===== src/rtl/mips_pkg.sv =====
// Shared ID/EX pipeline widths, the hazard FSM state enum and the
// packed ID/EX stage record used by the hazard register.
package mips_pkg;

  localparam int REG_ADDR_W = 5;
  localparam int DATA_W     = 32;
  localparam int ALU_OP_W   = 3;

  typedef enum logic {
    ST_RUN    = 1'b0,
    ST_BUBBLE = 1'b1
  } hz_state_e;

  typedef struct packed {
    logic                  valid;
    logic [REG_ADDR_W-1:0] rs;
    logic [REG_ADDR_W-1:0] rt;
    logic [REG_ADDR_W-1:0] rd;
    logic                  reg_write;
    logic                  mem_read;
    logic                  mem_write;
    logic                  mem_to_reg;
    logic                  alu_src;
    logic                  reg_dst;
    logic [ALU_OP_W-1:0]   alu_op;
    logic [DATA_W-1:0]     read_data1;
    logic [DATA_W-1:0]     read_data2;
    logic [DATA_W-1:0]     imm;
  } id_ex_t;

  // A bubble is an all-zero stage: invalid, no side-effecting controls.
  localparam id_ex_t ID_EX_BUBBLE = '0;

endpackage


===== src/rtl/load_use_detect.sv =====
// Combinational load-use comparator: a valid load in EX whose destination
// (rt, never $zero) is a source of the valid instruction in ID.
module load_use_detect
  import mips_pkg::*;
(
  input  logic                  ex_valid,
  input  logic                  ex_mem_read,
  input  logic [REG_ADDR_W-1:0] ex_rt,
  input  logic                  id_valid,
  input  logic [REG_ADDR_W-1:0] id_rs,
  input  logic [REG_ADDR_W-1:0] id_rt,
  output logic                  hazard
);

  logic rt_nonzero;
  logic src_match;

  always_comb begin
    rt_nonzero = (ex_rt != '0);
    // A match on both sources is still a single hazard.
    src_match  = (ex_rt == id_rs) || (ex_rt == id_rt);
    hazard     = ex_valid && ex_mem_read && rt_nonzero && id_valid && src_match;
  end

endmodule


===== src/rtl/id_ex_hazard_reg.sv =====
// ID/EX pipeline register with load-use stall FSM (RUN/BUBBLE) and flush.
// Optional STALL_COUNTER_EN adds a saturating 16-bit hazard-bubble counter.
module id_ex_hazard_reg
  import mips_pkg::*;
(
  input  logic                  clk,
  input  logic                  rst,
  input  logic                  id_valid,
  input  logic [REG_ADDR_W-1:0] id_rs,
  input  logic [REG_ADDR_W-1:0] id_rt,
  input  logic [REG_ADDR_W-1:0] id_rd,
  input  logic                  id_reg_write,
  input  logic                  id_mem_read,
  input  logic                  id_mem_write,
  input  logic                  id_mem_to_reg,
  input  logic                  id_alu_src,
  input  logic                  id_reg_dst,
  input  logic [ALU_OP_W-1:0]   id_alu_op,
  input  logic [DATA_W-1:0]     id_read_data1,
  input  logic [DATA_W-1:0]     id_read_data2,
  input  logic [DATA_W-1:0]     id_imm,
  input  logic                  flush,
  output logic                  ex_valid,
  output logic [REG_ADDR_W-1:0] ex_rs,
  output logic [REG_ADDR_W-1:0] ex_rt,
  output logic [REG_ADDR_W-1:0] ex_rd,
  output logic                  ex_reg_write,
  output logic                  ex_mem_read,
  output logic                  ex_mem_write,
  output logic                  ex_mem_to_reg,
  output logic                  ex_alu_src,
  output logic                  ex_reg_dst,
  output logic [ALU_OP_W-1:0]   ex_alu_op,
  output logic [DATA_W-1:0]     ex_read_data1,
  output logic [DATA_W-1:0]     ex_read_data2,
  output logic [DATA_W-1:0]     ex_imm,
  output logic                  pc_write,
  output logic                  if_id_write,
  output logic                  stall_state
`ifdef STALL_COUNTER_EN
  ,
  output logic [15:0]           stall_count
`endif
);

  id_ex_t    id_stage;
  id_ex_t    ex_d, ex_q;
  hz_state_e state_d, state_q;
  logic      hazard_raw;
  logic      hazard;
  logic      stall_now;

  load_use_detect u_detect (
    .ex_valid    (ex_q.valid),
    .ex_mem_read (ex_q.mem_read),
    .ex_rt       (ex_q.rt),
    .id_valid    (id_valid),
    .id_rs       (id_rs),
    .id_rt       (id_rt),
    .hazard      (hazard_raw)
  );

  always_comb begin
    id_stage.valid      = id_valid;
    id_stage.rs         = id_rs;
    id_stage.rt         = id_rt;
    id_stage.rd         = id_rd;
    id_stage.reg_write  = id_reg_write;
    id_stage.mem_read   = id_mem_read;
    id_stage.mem_write  = id_mem_write;
    id_stage.mem_to_reg = id_mem_to_reg;
    id_stage.alu_src    = id_alu_src;
    id_stage.reg_dst    = id_reg_dst;
    id_stage.alu_op     = id_alu_op;
    id_stage.read_data1 = id_read_data1;
    id_stage.read_data2 = id_read_data2;
    id_stage.imm        = id_imm;
  end

  // pc_write/if_id_write are the stage's "ready" back to IF: when low, IF and
  // IF/ID must hold so the stalled ID instruction is presented again.
  always_comb begin
    state_d     = ST_RUN;
    hazard      = hazard_raw && (state_q == ST_RUN);
    stall_now   = hazard && !flush;
    ex_d        = id_stage;
    pc_write    = 1'b1;
    if_id_write = 1'b1;

    case (state_q)
      ST_RUN:    state_d = stall_now ? ST_BUBBLE : ST_RUN;
      ST_BUBBLE: state_d = ST_RUN;
      default:   state_d = ST_RUN;
    endcase

    if (flush || hazard) begin
      ex_d = ID_EX_BUBBLE;
    end
    if (stall_now && !rst) begin
      pc_write    = 1'b0;
      if_id_write = 1'b0;
    end
  end

  always_ff @(posedge clk) begin
    if (rst) begin
      state_q <= ST_RUN;
      ex_q    <= ID_EX_BUBBLE;
    end else begin
      state_q <= state_d;
      ex_q    <= ex_d;
    end
  end

`ifdef STALL_COUNTER_EN
  logic [15:0] stall_cnt_d, stall_cnt_q;

  always_comb begin
    stall_cnt_d = stall_cnt_q;
    if (stall_now && (stall_cnt_q != 16'hFFFF)) begin
      stall_cnt_d = stall_cnt_q + 16'd1;
    end
  end

  always_ff @(posedge clk) begin
    if (rst) begin
      stall_cnt_q <= 16'd0;
    end else begin
      stall_cnt_q <= stall_cnt_d;
    end
  end

  assign stall_count = stall_cnt_q;
`endif

  assign ex_valid      = ex_q.valid;
  assign ex_rs         = ex_q.rs;
  assign ex_rt         = ex_q.rt;
  assign ex_rd         = ex_q.rd;
  assign ex_reg_write  = ex_q.reg_write;
  assign ex_mem_read   = ex_q.mem_read;
  assign ex_mem_write  = ex_q.mem_write;
  assign ex_mem_to_reg = ex_q.mem_to_reg;
  assign ex_alu_src    = ex_q.alu_src;
  assign ex_reg_dst    = ex_q.reg_dst;
  assign ex_alu_op     = ex_q.alu_op;
  assign ex_read_data1 = ex_q.read_data1;
  assign ex_read_data2 = ex_q.read_data2;
  assign ex_imm        = ex_q.imm;
  assign stall_state   = (state_q == ST_BUBBLE);

endmodule


===== config.mk =====
export PLATFORM = sky130hd
export DESIGN_NAME = id_ex_hazard_reg
export DESIGN_NICKNAME = d
export VERILOG_FILES = /design/src/rtl/mips_pkg.sv /design/src/rtl/load_use_detect.sv /design/src/rtl/id_ex_hazard_reg.sv
export SDC_FILE = /design/constraint.sdc
export NUM_CORES = 1
export LEC_CHECK = 0
export BUFFER_PORTS_ARGS = -buffer_cell sky130_fd_sc_hd__clkbuf_2
export CORE_UTILIZATION = 34
export CTS_CLUSTER_DIAMETER = 120
export DETAILED_ROUTE_END_ITERATION = 12
export GPL_TIMING_DRIVEN = 0
export PLACE_DENSITY = 0.67
export REMOVE_ABC_BUFFERS = 1
export SLEW_MARGIN = 5
export SYNTH_ARGS = -nofsm -noshare
export SYNTH_HDL_FRONTEND = slang
export SYNTH_SLANG_ARGS = --single-unit

===== constraint.sdc =====
create_clock -name clk -period 4.55 [get_ports clk]
set_clock_uncertainty 0.05 [all_clocks]
set_input_delay 0.91 -clock clk [delete_from_list [all_inputs] [get_ports clk]]
set_output_delay 0.91 -clock clk [all_outputs]
set_load 0.1 [all_outputs]

==> impl_metrics.env <==
export IMPL_finalHoldViolCount=0
export IMPL_detail_route_drc_violations=0
export IMPL_total_power_mw=2.90
export IMPL_multiInputGateArea_um2=1240
export IMPL_groute_layer_met1_usage_pct=18.9
export IMPL_dieWidth_um=108
export IMPL_setup_worst_path_end_class="primary output"
export IMPL_clk_pin_slew_worst_paths_ns=0.05
export IMPL_fp_coreArea_um2=10900
export IMPL_slowest_delay_ns=0.51
export IMPL_wl_mm=10.3
export IMPL_synth_seq_area_share_pct=63.6
export IMPL_gr_max_usage_layer="met2"
export IMPL_place_inst=783
export IMPL_cts_repair_resize_count=0
export IMPL_grt_usage_pct=17.5
export IMPL_yosys_area_share_xor_xnor_pct=2.28
export IMPL_tritoncts_clock_tree="yes"
export IMPL_detailedRoute_firstIterationViolations=192
export IMPL_slew_violations=0
export IMPL_layout_worst_path_cycle_share_pct=81.6
export IMPL_filler_cell_count=1003
export IMPL_synthesis_area_per_instance_um2=9.02
export IMPL_most_common_library_cells_after_synthesis="123 x nand2_1, 122 x dfxtp_1, 121 x a21oi_1"
export IMPL_worst_endpoint_required_ns=3.59
export IMPL_worst_ir_drop_vdd_mv=0.291
export IMPL_number_of_antenna_cells_inserted=0
export IMPL_initial_antenna_violation_count=0
export IMPL_setup_violations_final=0
export IMPL_synthSimpleGateAreaFrac_pct=13.1
export IMPL_last_weighted_congestion_value_of_the_routability_driven_placer=0.740
export IMPL_global_route_overflow_total=0
export IMPL_tritoncts_num_sinks=122
export IMPL_timing_reg2reg_setup_slack_ns=2.65
export IMPL_route_vias_total=3689
export IMPL_drtAntennaViolNets=0
export IMPL_drv_cap=0
export IMPL_synth_most_common_cell="nand2_1"
export IMPL_worstReg2RegStart="ex_rt[4]"
export IMPL_post_synth_main_area_contributors="dfxtp_1 64%, a21oi_1 16%, nand2_1 12%"
export IMPL_final_instance_count_excl_fillers=814
export IMPL_asyncSetResetFlopFracSynth_pct=0
export IMPL_worstHoldPathType="in2reg"
export IMPL_final_hold_worst_slack_ns=0.650
export IMPL_postCtsSetupRepairBufs=0
export IMPL_layout_area_overhead_vs_synth_pct=53.3
export IMPL_post_synth_top_area_fraction_pct=63.6
export IMPL_synth_cell_type_count=15
export IMPL_grt_start_max_net_pins=46
export IMPL_postLayoutCoreUtil_pct=53.8
export IMPL_worst_path_max_delay_cell="o22ai_4"
export IMPL_die_height_um=108
export IMPL_yosys_area_top_type="dfxtp_1"
export IMPL_synth_top_family_by_area="compound AO/OA/AOI/OAI gates"
export IMPL_pwr_density_cell_nw_per_um2=493
export IMPL_yosysWarningCount=0
export IMPL_fp_row_count=38
export IMPL_grt_pass1_wl_mm=15.8
export IMPL_timing_setup_critical_path_class="in2out"
export IMPL_postSynthRegisterBits=122
export IMPL_placement_cell_area_um2=5330
export IMPL_run_status="finished clean"
export IMPL_number_of_synthesized_flops_with_an_enable_pin=0
export IMPL_hp_start="id_imm[9]"
export IMPL_worstPathMaxFanout=31
export IMPL_yosys_mux_area_fraction_pct=0
export IMPL_power_leakage_nw=2.93
export IMPL_clk_path_buf_depth=2
export IMPL_grt_met3_usage_pct=7.35
export IMPL_grt_pass1_vias=3501
export IMPL_synth_top_flop_cell="dfxtp_1"
export IMPL_whs_path_depth=3
export IMPL_critical_path_cell_chain="clkbuf_2 -> xnor2_1 -> nand3_1 -> o22ai_4 -> buf_16 -> buf_16 -> nand3_1 -> clkbuf_2"
export IMPL_grt_setup_unrepaired="false"
export IMPL_regArea_um2=2440
export IMPL_hpwlAfterDp_mm=7.43
export IMPL_maxClockFrequency_mhz=269
export IMPL_insertion_delay_ns=0.40
export IMPL_drive_gt1_share_pct=42.7
export IMPL_post_drt_via_cell_ratio=4.53
export IMPL_worstSetupStartpointType="input port"
export IMPL_post_drt_wl_per_cell_um=12.6
export IMPL_destination_of_the_worst_hold_path="ex_imm[9]"
export IMPL_post_synth_fa_ha_maj_area_fraction_pct=0
export IMPL_initial_utilization_pct=35.1
export IMPL_cp_data_arrival_time_ns=2.75
export IMPL_postCtsHoldBufs=0
export IMPL_reg2reg_to="ex_read_data1[18]"
export IMPL_h_tree_depth=4
export IMPL_synth_cells=426
export IMPL_fin_crit_ns=3.71
export IMPL_design_area_um2=5890
export IMPL_num_io_pins=248
export IMPL_drt_pre_antenna_iters=4
export IMPL_finish_net_count=786
export IMPL_synth_area_in_compound_gates_pct=16.3
export IMPL_worst_r2r_path_depth=6
export IMPL_worst_slew_pin_slew_ns=0.589
export IMPL_use_met2_pct=28.6
export IMPL_die_footprint_um2=11700
export IMPL_slew_limit_headroom_pct=60.7
export IMPL_cts_root_buffer_cell="clkbuf_16"
export IMPL_numPortBuffers=247
export IMPL_cts_buffers=17
export IMPL_synthesis_area_um2=3840
## critical path: cells and delay by family
kind	cells	cell delay, ns
AOI/OAI and AO/OA	1	0.51
xor gates and xnor gates	1	0.16
buffers and inverters	4	0.91
and+or+nand+nor	2	0.25
## how the worst max path moves through the flow
| stage | from | end | slack (ns) | cells past startpoint |
|---|---|---|---|---|
| floorplan | flush | if_id_write | -4.17 | 2 |
| global placement | flush | pc_write | -3.74 | 4 |
| detailed placement | id_rs[4] | pc_write | 0.83 | 8 |
| CTS | id_rs[4] | pc_write | 0.82 | 8 |
| global route | id_rs[4] | if_id_write | 0.72 | 8 |
| finish | id_rs[4] | pc_write | 0.84 | 8 |
## where the power goes
part	total [mW]	internal [mW]	switching (mW)
clock	1.26	0.824	0.438
sequential	1.13	1.11	0.0133
combinational	0.514	0.106	0.408
total	2.90	2.04	0.860
## final cells by class
class / instances / share of cell area, %
flip-flops and latches: 122 / 41.5
repair buffers: 257 / 24.9
multi-input cells: 264 / 21.1
clock buffers: 22 / 7.89
well taps: 140 / 2.98
clock inverters: 9 / 1.66
## metal layers
layer	vias to the layer above	part of all wire [%]	routed length (um)
li1	1865	-	-
met1	1627	40	4130
met2	175	48	4880
met3	22	9.8	1000
met4	0	2.5	257
met5	-	0	0
## metrics by stage
| step | TNS (ns) | setup WS (ns) |
|---|---|---|
| floorplan | -68.23 | -4.17 |
| global placement | -296.60 | -3.74 |
| detailed placement | 0 | 0.833 |
| CTS | 0 | 0.824 |
| global route | 0 | 0.718 |
| finish | 0 | 0.835 |
## cell families after synthesis
kind of cell / count (synthesis)
xor gates and xnor gates: 10
and+or+nand+nor: 131
buffers and inverters: 40
AOI/OAI and AO/OA: 123
DFF: 122
## cells in the final DEF, fill, tap and decap left out, types with 3 or more instances in the layout
master,netlist,layout
dfxtp_1,122,122
clkinv_2,0,6
buf_12,0,6
clkbuf_16,0,17
a21oi_1,121,121
buf_16,0,4
clkbuf_1,22,3
clkbuf_2,0,247
xnor2_1,10,10
nand3_1,3,3
nand2_1,123,123
Power figures use the tool's default switching activity.
